[src/rtl/calc_pkg.sv]
// Shared types and constants for the calculator key-entry stage and core.
package calc_pkg;

  localparam int unsigned NB_DEF   = 48;
  localparam int unsigned NDIG_DEF = 12;

  typedef enum logic [4:0] {
    KEY_0    = 5'd0,
    KEY_1    = 5'd1,
    KEY_2    = 5'd2,
    KEY_3    = 5'd3,
    KEY_4    = 5'd4,
    KEY_5    = 5'd5,
    KEY_6    = 5'd6,
    KEY_7    = 5'd7,
    KEY_8    = 5'd8,
    KEY_9    = 5'd9,
    KEY_ADD  = 5'd10,
    KEY_SUB  = 5'd11,
    KEY_MUL  = 5'd12,
    KEY_DIV  = 5'd13,
    KEY_POW  = 5'd14,
    KEY_EQ   = 5'd15,
    KEY_NEG  = 5'd16,
    KEY_CLR  = 5'd17,
    KEY_BKSP = 5'd18
  } key_code_e;

  typedef enum logic [2:0] {
    OP_ADD = 3'd0,
    OP_SUB = 3'd1,
    OP_MUL = 3'd2,
    OP_DIV = 3'd3,
    OP_POW = 3'd4
  } calc_op_e;

  typedef enum logic [1:0] {
    ENTRY_A = 2'd0,
    ENTRY_B = 2'd1,
    ISSUE   = 2'd2
  } entry_state_e;

  typedef enum logic [2:0] {
    ACC_NOP  = 3'd0,
    ACC_PUSH = 3'd1,
    ACC_BKSP = 3'd2,
    ACC_NEG  = 3'd3,
    ACC_CLR  = 3'd4
  } acc_cmd_e;

  // Operator keys 10..14 map onto operator codes 0..4.
  function automatic calc_op_e key_to_op(input logic [4:0] k);
    logic [4:0] idx;
    idx = k - 5'd10;
    return calc_op_e'(idx[2:0]);
  endfunction

endpackage

[src/rtl/calc_digit_acc.sv]
// Decimal digit accumulator: magnitude, digit count and sign of one operand.
module calc_digit_acc
  import calc_pkg::*;
#(
  parameter int unsigned NB   = NB_DEF,
  parameter int unsigned NDIG = NDIG_DEF
) (
  input  logic                 clk,
  input  logic                 rst_n,
  input  acc_cmd_e             cmd,
  input  logic [3:0]           digit,
  output logic signed [NB-1:0] value,
  output logic                 full,
  output logic                 empty
);

  localparam int unsigned CW = $clog2(NDIG + 1);

  logic [NB-1:0] mag_q, mag_d;
  logic [CW-1:0] count_q, count_d;
  logic          sign_q, sign_d;
  logic [NB-1:0] mag_x10;

  assign mag_x10 = (mag_q << 3) + (mag_q << 1);
  assign full    = (count_q == CW'(NDIG));
  assign empty   = (count_q == '0);
  assign value   = sign_q ? -$signed(mag_q) : $signed(mag_q);

  always_comb begin
    mag_d   = mag_q;
    count_d = count_q;
    sign_d  = sign_q;
    case (cmd)
      ACC_PUSH: begin
        // A leading zero neither changes the value nor consumes a digit slot.
        if (!full && !(empty && digit == 4'd0)) begin
          mag_d   = mag_x10 + NB'(digit);
          count_d = count_q + 1'b1;
        end
      end
      ACC_BKSP: begin
        if (!empty) begin
          mag_d   = mag_q / NB'(10);
          count_d = count_q - 1'b1;
        end
      end
      ACC_NEG: sign_d = ~sign_q;
      ACC_CLR: begin
        mag_d   = '0;
        count_d = '0;
        sign_d  = 1'b0;
      end
      default: ;
    endcase
  end

  always_ff @(posedge clk or negedge rst_n) begin
    if (!rst_n) begin
      mag_q   <= '0;
      count_q <= '0;
      sign_q  <= 1'b0;
    end else begin
      mag_q   <= mag_d;
      count_q <= count_d;
      sign_q  <= sign_d;
    end
  end

endmodule

[src/rtl/calc_key_entry.sv]
// Key-entry front end: builds A, operator and B from key codes and hands them to the core.
module calc_key_entry
  import calc_pkg::*;
#(
  parameter int unsigned NB   = NB_DEF,
  parameter int unsigned NDIG = NDIG_DEF
) (
  input  logic                 clk,
  input  logic                 rst_n,
  input  logic                 key_valid,
  input  logic [4:0]           key_code,
  output logic                 key_ready,
  output logic signed [NB-1:0] a,
  output logic signed [NB-1:0] b,
  output logic [2:0]           operand,
  output logic                 op_valid,
  input  logic                 op_ready,
  output logic signed [NB-1:0] disp_value,
  output logic                 key_err
);

  entry_state_e          state_q, state_d;
  logic signed [NB-1:0]  a_q, a_d;
  logic signed [NB-1:0]  b_q, b_d;
  calc_op_e              op_q, op_d;
  logic                  key_err_q, key_err_d;

  acc_cmd_e              acc_cmd;
  logic signed [NB-1:0]  acc_value;
  logic                  acc_full;
  logic                  acc_empty;

  calc_digit_acc #(
    .NB   (NB),
    .NDIG (NDIG)
  ) u_acc (
    .clk   (clk),
    .rst_n (rst_n),
    .cmd   (acc_cmd),
    .digit (key_code[3:0]),
    .value (acc_value),
    .full  (acc_full),
    .empty (acc_empty)
  );

  assign key_ready  = (state_q != ISSUE);
  assign op_valid   = (state_q == ISSUE);
  assign a          = a_q;
  assign b          = b_q;
  assign operand    = op_q;
  assign disp_value = acc_value;
  assign key_err    = key_err_q;

  always_comb begin
    state_d   = state_q;
    a_d       = a_q;
    b_d       = b_q;
    op_d      = op_q;
    key_err_d = 1'b0;
    acc_cmd   = ACC_NOP;

    if (state_q == ISSUE) begin
      if (op_ready) begin
        state_d = ENTRY_A;
        a_d     = '0;
        b_d     = '0;
        op_d    = OP_ADD;
        acc_cmd = ACC_CLR;
      end
    end else if (key_valid) begin
      if (key_code <= KEY_9) begin
        if (acc_full) key_err_d = 1'b1;
        else          acc_cmd   = ACC_PUSH;
      end else begin
        case (key_code)
          KEY_ADD, KEY_SUB, KEY_MUL, KEY_DIV, KEY_POW: begin
            if (state_q == ENTRY_A) begin
              // A leaves the shared accumulator here; B reuses it from scratch.
              a_d     = acc_value;
              op_d    = key_to_op(key_code);
              state_d = ENTRY_B;
              acc_cmd = ACC_CLR;
            end else if (acc_empty) begin
              op_d = key_to_op(key_code);
            end else begin
              key_err_d = 1'b1;
            end
          end
          KEY_EQ: begin
            if (state_q == ENTRY_B) begin
              b_d     = acc_value;
              state_d = ISSUE;
            end else begin
              key_err_d = 1'b1;
            end
          end
          KEY_NEG:  acc_cmd = ACC_NEG;
          KEY_BKSP: acc_cmd = ACC_BKSP;
          KEY_CLR: begin
            state_d = ENTRY_A;
            a_d     = '0;
            b_d     = '0;
            op_d    = OP_ADD;
            acc_cmd = ACC_CLR;
          end
          default: key_err_d = 1'b1;
        endcase
      end
    end
  end

  always_ff @(posedge clk or negedge rst_n) begin
    if (!rst_n) begin
      state_q   <= ENTRY_A;
      a_q       <= '0;
      b_q       <= '0;
      op_q      <= OP_ADD;
      key_err_q <= 1'b0;
    end else begin
      state_q   <= state_d;
      a_q       <= a_d;
      b_q       <= b_d;
      op_q      <= op_d;
      key_err_q <= key_err_d;
    end
  end

endmodule

[config.mk]
export PLATFORM = sky130hd
export DESIGN_NAME = calc_key_entry
export DESIGN_NICKNAME = d
export VERILOG_FILES = /design/src/rtl/calc_pkg.sv /design/src/rtl/calc_digit_acc.sv /design/src/rtl/calc_key_entry.sv
export SDC_FILE = /design/constraint.sdc
export NUM_CORES = 1
export LEC_CHECK = 0
export ABC_CLOCK_PERIOD_IN_PS = 30300
export CAP_MARGIN = 20
export CORE_MARGIN = 1.5
export CORE_UTILIZATION = 60
export CTS_CLUSTER_SIZE = 16
export DETAILED_ROUTE_END_ITERATION = 10
export GPL_ROUTABILITY_DRIVEN = 0
export PLACE_DENSITY_LB_ADDON = 0.05
export SYNTH_ARGS = -nofsm -noshare
export SYNTH_HDL_FRONTEND = slang
export SYNTH_SLANG_ARGS = --single-unit
[constraint.sdc]
create_clock -name clk -period 30.3 [get_ports clk]
set_input_delay 9.09 -clock clk [delete_from_list [all_inputs] [get_ports clk]]
set_output_delay 9.09 -clock clk [all_outputs]
set_load 0.03 [all_outputs]
After elaboration in Yosys (flattened, before gate mapping)
Cells that the tools add are included.

word-level totals
  register bits after elaboration = 155
  input bits = 9

operators by class
  add/sub/neg operators = 6
  divide/modulo/power cells = 1
  $lt $le $gt $ge = 1
  equal/unequal tests = 24
  multiplexer cells = 48
  bitwise operators = 1
  reduce and logical (&&, ||, !) cells = 20

operators by type and width
  cell                                                                   number
  48-bit 2-to-1 mux                                                      12
  48-bit one-hot mux with 2 select lines                                 2
  48-bit one-hot mux with 3 select lines                                 1
  48-bit by 4-bit adder with 48-bit output                               1
  48-bit adder                                                           1
  48-bit by 4-bit divider with 48-bit output, second input constant      1
  48-bit negation                                                        1
  3-bit 2-to-1 mux                                                       11
  5-bit by 4-bit equality test with 1-bit output, second input constant  6
  5-bit equality test, second input constant                             3
  5-bit AND reduction                                                    3
  2-bit 2-to-1 mux                                                       6
  3-bit one-hot mux with 4 select lines                                  1
  4-bit one-hot mux with 3 select lines                                  1
  3-bit nonzero test                                                     3
  4-bit zero test                                                        2
  1-bit 2-to-1 mux                                                       8
  4-bit 2-to-1 mux                                                       2
  3-bit by 2-bit equality test with 1-bit output, second input constant  2
  2-bit != test, second input constant                                   3
  3-bit != test, second input constant                                   2
  2-bit one-hot mux with 3 select lines                                  1
  3-bit one-hot mux with 2 select lines                                  1
  6-bit AND reduction                                                    1
  other kinds (22)                                                       26

Logic depth before layout (Yosys ltp)
  depth in word-level cells = 9
  gate-level depth with buffers = 69
  depth with buffers taken out = 54

By module
Synthesis repeated with hierarchy kept, for this count alone.

second synthesis, totals
  cells, all modules = 2,345
  area total of the unflattened synthesis = 18,625.4 sq um

by module, submodules not included
  module          times used  cells each  area each (sq um)  seq. area each (sq um)
  calc_digit_acc  1           2,060       14,667.8           1,326.3
  calc_key_entry  1           285         3,957.5            2,552.4

Worst setup path before layout
No wires, ideal clock.

  path type = input to register
  from = input key_code[3]
  to = register u_acc.mag_q[47]
  library setup time = 0.083 ns
  arrival time = 16.816 ns
  path slack = 13.401 ns
  stages on the path = 50
  cell sequence = fa_1 > ha_1 > a21o_1 > a21o_1 > a21o_1 > a21oi_1 > o21bai_1 > a21oi_1 > o21bai_1 > a21oi_1 > o21bai_1 > a21oi_1 > o21bai_1 > a21oi_1 > o21bai_1 > a21oi_1 > o21bai_1 > a21oi_1 > [14 not listed] > nor2b_1 > o21a_1 > o21a_1 > o21a_1 > o21a_1 > o21a_1 > o21a_1 > o21a_1 > o21a_1 > o21a_1 > o21a_1 > o21a_1 > o21ai_0 > nand2b_1 > a21oi_1 > xnor2_1 > nand2_1 > o21ai_0

on the way
  word-level cells in the longest chain between the ends = 9

RTL lines
  element                                                                       line                  RTL
  start, declared                                                               calc_key_entry.sv:11  input logic [4:0] key_code,
  5-bit by 4-bit equality test with 1-bit output                                calc_key_entry.sv:75  case (key_code)
  5-bit OR reduction                                                            calc_key_entry.sv:75
  3-bit one-hot mux with 4 select lines                                         calc_key_entry.sv:75
  3-bit 2-to-1 mux                                                              calc_key_entry.sv:71  if (key_code <= KEY_9) begin
  3-bit 2-to-1 mux                                                              calc_key_entry.sv:70  end else if (key_valid) begin
  3-bit 2-to-1 mux                                                              calc_key_entry.sv:62  if (state_q == ISSUE) begin
  3-bit by 2-bit equality test with 1-bit output, or another cell as far along  calc_digit_acc.sv:33  case (cmd)
  2-bit != test (no line), or another cell as far along                         --
  3-bit AND reduction (no line)                                                 --
  end signal, assigned                                                          calc_digit_acc.sv:63  mag_q <= mag_d;
  end, declared                                                                 calc_digit_acc.sv:19  logic [NB-1:0] mag_q, mag_d;

Parallel ways exist; a longest one is shown, timed or not. The select of a mux whose other input is x is not followed.
A chain may end at the register's enable or synchronous reset.

Worst setup path after layout
  from = register u_acc.mag_q[43]
  to = register u_acc.mag_q[0]

on the way
  word-level cells in the longest chain between the ends = 3

RTL lines
  element                                     line                  RTL
  48-bit by 4-bit divider with 48-bit output  calc_digit_acc.sv:43  mag_d = mag_q / NB'(10);
  48-bit 2-to-1 mux                           calc_digit_acc.sv:42  if (!empty) begin
  48-bit one-hot mux with 3 select lines      calc_digit_acc.sv:33

No other way between the ends. The select of a mux whose other input is x is not followed.

==> reports/summary.txt <==
Post-Synth XOR/XNOR Area: 5.67%
Fmax: 53.6 MHz
Clock transition at the registers of the reported paths: 0.07 ns
Syn_area_per_cell: 7.97 um2
Pin count of the biggest net entering global routing: 81
Synth Area in Adders: 7.50%
Area added between synthesis and finish: 12.5%
Routed len/inst: 20.2 um
Commonest non-fill, non-tap cells in the layout: nand2_1 (282), clkdlybuf4s50_1 (157), dfrtp_1 (155)
Outcome: finished clean
Remaining global-route overflow: 0
Residual DRC: 0
Largest family of logic cells by synthesized area: compound AO/OA/AOI/OAI gates
Slew Viols, Final: 0
Sequential area share after synthesis: 22.1%
Met1 usage: 48.3%
Min-delay worst type: reg2reg
Final Cycle Share: 61.5%
Max-Cap Viols: 0
Fin crit period: 18.64 ns
Post-synthesis register bit count: 155
Clk buf depth: 2
Met3 Track Usage GR: 4.94%
Yosys warns: 0
Multi-input combinational cell area: 12700 um2
Post-Syn Instances: 2206
Post-synthesis cell area: 17600 um2
Area contributors post-synth: dfrtp_1 (22%), ha_1 (7.0%), nand2_1 (6.0%), xnor2_1 (4.7%), mux2_2 (3.5%)
Yosys top cell by area: dfrtp_1
Crit path max-delay family: compound AO/OA/AOI/OAI gates
Main synth FF type: dfrtp_1
Sequential Area: 3880 um2
Synth cell types: 137
Final setup viols: 0
Hold-fix buffer count after cts: 0
Critical path data arrival time: 19.00 ns
Core Footprint: 28800 um2
Share of the synthesized area in the top cell type: 22.1%
Crit-path slowest cell: o32ai_2
CP max FO: 25
Final ANT Viol Nets: 0
Most common cell after layout, fill and taps aside: nand2_1
RSZ-0062 raised after global routing: no
Ports: 159
Nature of the critical path startpoint: register
Die width: 174 um
Placement Rows: 62
Met2 Usage GRT: 55.5%
Tot GR Track Use: 34.7%
PostCTS Resize Cnt: 0
Htree depth: 4
Compound-Gate Fraction of Synth Area: 32.2%
Syn nets: 2316
Fillers: 2350
CP Class: reg2reg
Worst-Margin Slew: 1.08 ns
Ant diodes: 0
CTS tree: done
Synth async-reset ratio: 100%
First-pass GRT wire length: 87200 um
Final Skew: 0.0138 ns
Worst skew pair latency: 0.45 ns
Antenna violations before repair: 0
Max incr delay on CP: 0.89 ns
Die area: 30300 um2
Slew HR: 28.0%
Post-synthesis mux area share: 5.00%
Post-detail-place hpwl: 37500 um
Vias per cell: 6.87
Clk sinks: 155
Post-synth EDFFs: 0
Final Hold Viols: 0
CTS Buf Count: 17
Share of cells above drive strength 1: 9.39%
Cell repeated most along the worst path: o21ai_1
Layout Nets: 2354
Setup crit end kind: register
DR pass1 iterations: 6
Vias in the first global route: 16680
Global route hottest layer: met2
Root Buffer: clkbuf_16
Required time worst endpoint: 30.65 ns
Sum Neg Setup Slack: 0 ns
Routed WL: 53400 um
Initial Util: 61.1%
Post-CTS Setup Bufs: 0
Starting DRC count in detailed routing: 2106
Buf/Inv on CP: 0
PortBufs: 158
DR vias: 18141
Post-synthesis simple-gate area fraction: 22.0%
Chip height: 174 um
cell families after synthesis:
family,Yosys count
xor+xnor,106
compound gates,731
fa+ha+maj,104
simple gates,794
mux,78
flops,155
buf+inv,238
sequential cells by signal, indices dropped and copies added, names as in the netlist:
register,count
u_acc.mag_q,48
b,48
a,48
u_acc.sign_q,1
state_q,2
u_acc.count_q,4
operand,3
key_err,1
final cells by class:
type / instances / share of cell area [%]
Clock inverter: 13 / 0.899
Sequential cell: 155 / 19.6
Multi-Input combinational cell: 1813 / 64.5
Tap cell: 384 / 2.43
Clock buffer: 19 / 2.24
Inverter: 82 / 1.56
Timing Repair Buffer: 175 / 8.75
worst min-delay path: cells and delay by family (launching register included):
kind	cells	cell delay [ns]
flip-flops	1	0.34
AND/OR/NAND/NOR	2	0.10
synth_stat cells (all sizes together), types with 8 or more instances:
library cell,n
inv,70
nor2,149
and3,22
mux2,56
a21boi,9
a21o,18
nand4,24
o31ai,30
o21ai,132
a2111oi,23
a221oi,26
o21bai,26
a31o,12
clkbuf,107
and2,55
a31oi,31
and4,10
clkinv,12
nor3,87
buf,49
a311oi,11
or3,20
ha,98
nand2b,15
a22oi,9
a21oi,120
o32ai,16
o211ai,33
mux2i,20
a211oi,45
a32oi,16
o21a,33
nand2,283
xor2,8
xnor2,96
a211o,19
o22ai,21
nand3,64
or2,9
nor4,21
dfrtp,155
metrics by stage:
stage               cell area, um2  cells  util, %  setup WS [ns]  hold slack (ns)
CTS                          19700   2640     68.6          12.16            0.479
floorplan                    17600   2206        -          13.40            0.475
detailed placement           19100   2608     66.4          12.04            0.461
global placement             19100   2608     66.4          12.20            0.457
global route                 19800   2641     68.7          10.48            0.493
finish                       19800   2641     68.7          11.66            0.474
worst paths after layout:
check                                       startpoint                    endpoint  slack, ns  cells after the start
max in group asynchronous                        rst_n           a[14]$_DFFE_PN0P_      20.08                      2
min in group asynchronous                        rst_n           b[31]$_DFFE_PN0P_       8.72                      1
max reg2reg                u_acc.mag_q[43]$_DFFE_PN0P_  u_acc.mag_q[0]$_DFFE_PN0P_      11.66                     54
max                        u_acc.mag_q[43]$_DFFE_PN0P_  u_acc.mag_q[0]$_DFFE_PN0P_      11.66                     54
min                                   a[5]$_DFFE_PN0P_            a[5]$_DFFE_PN0P_       0.47                      2
min reg2reg                           a[5]$_DFFE_PN0P_            a[5]$_DFFE_PN0P_       0.47                      2
metal layers:
metal  vias to the layer above  routed length [um]
met1                      8589               23400
li1                       8408                   -
met3                       145                4280
met5                         -                   0
met4                         0                1450
met2                       999               24300
Power is not shown: default switching activity piles up to over one toggle a cycle in this logic, so the estimate is an artifact.
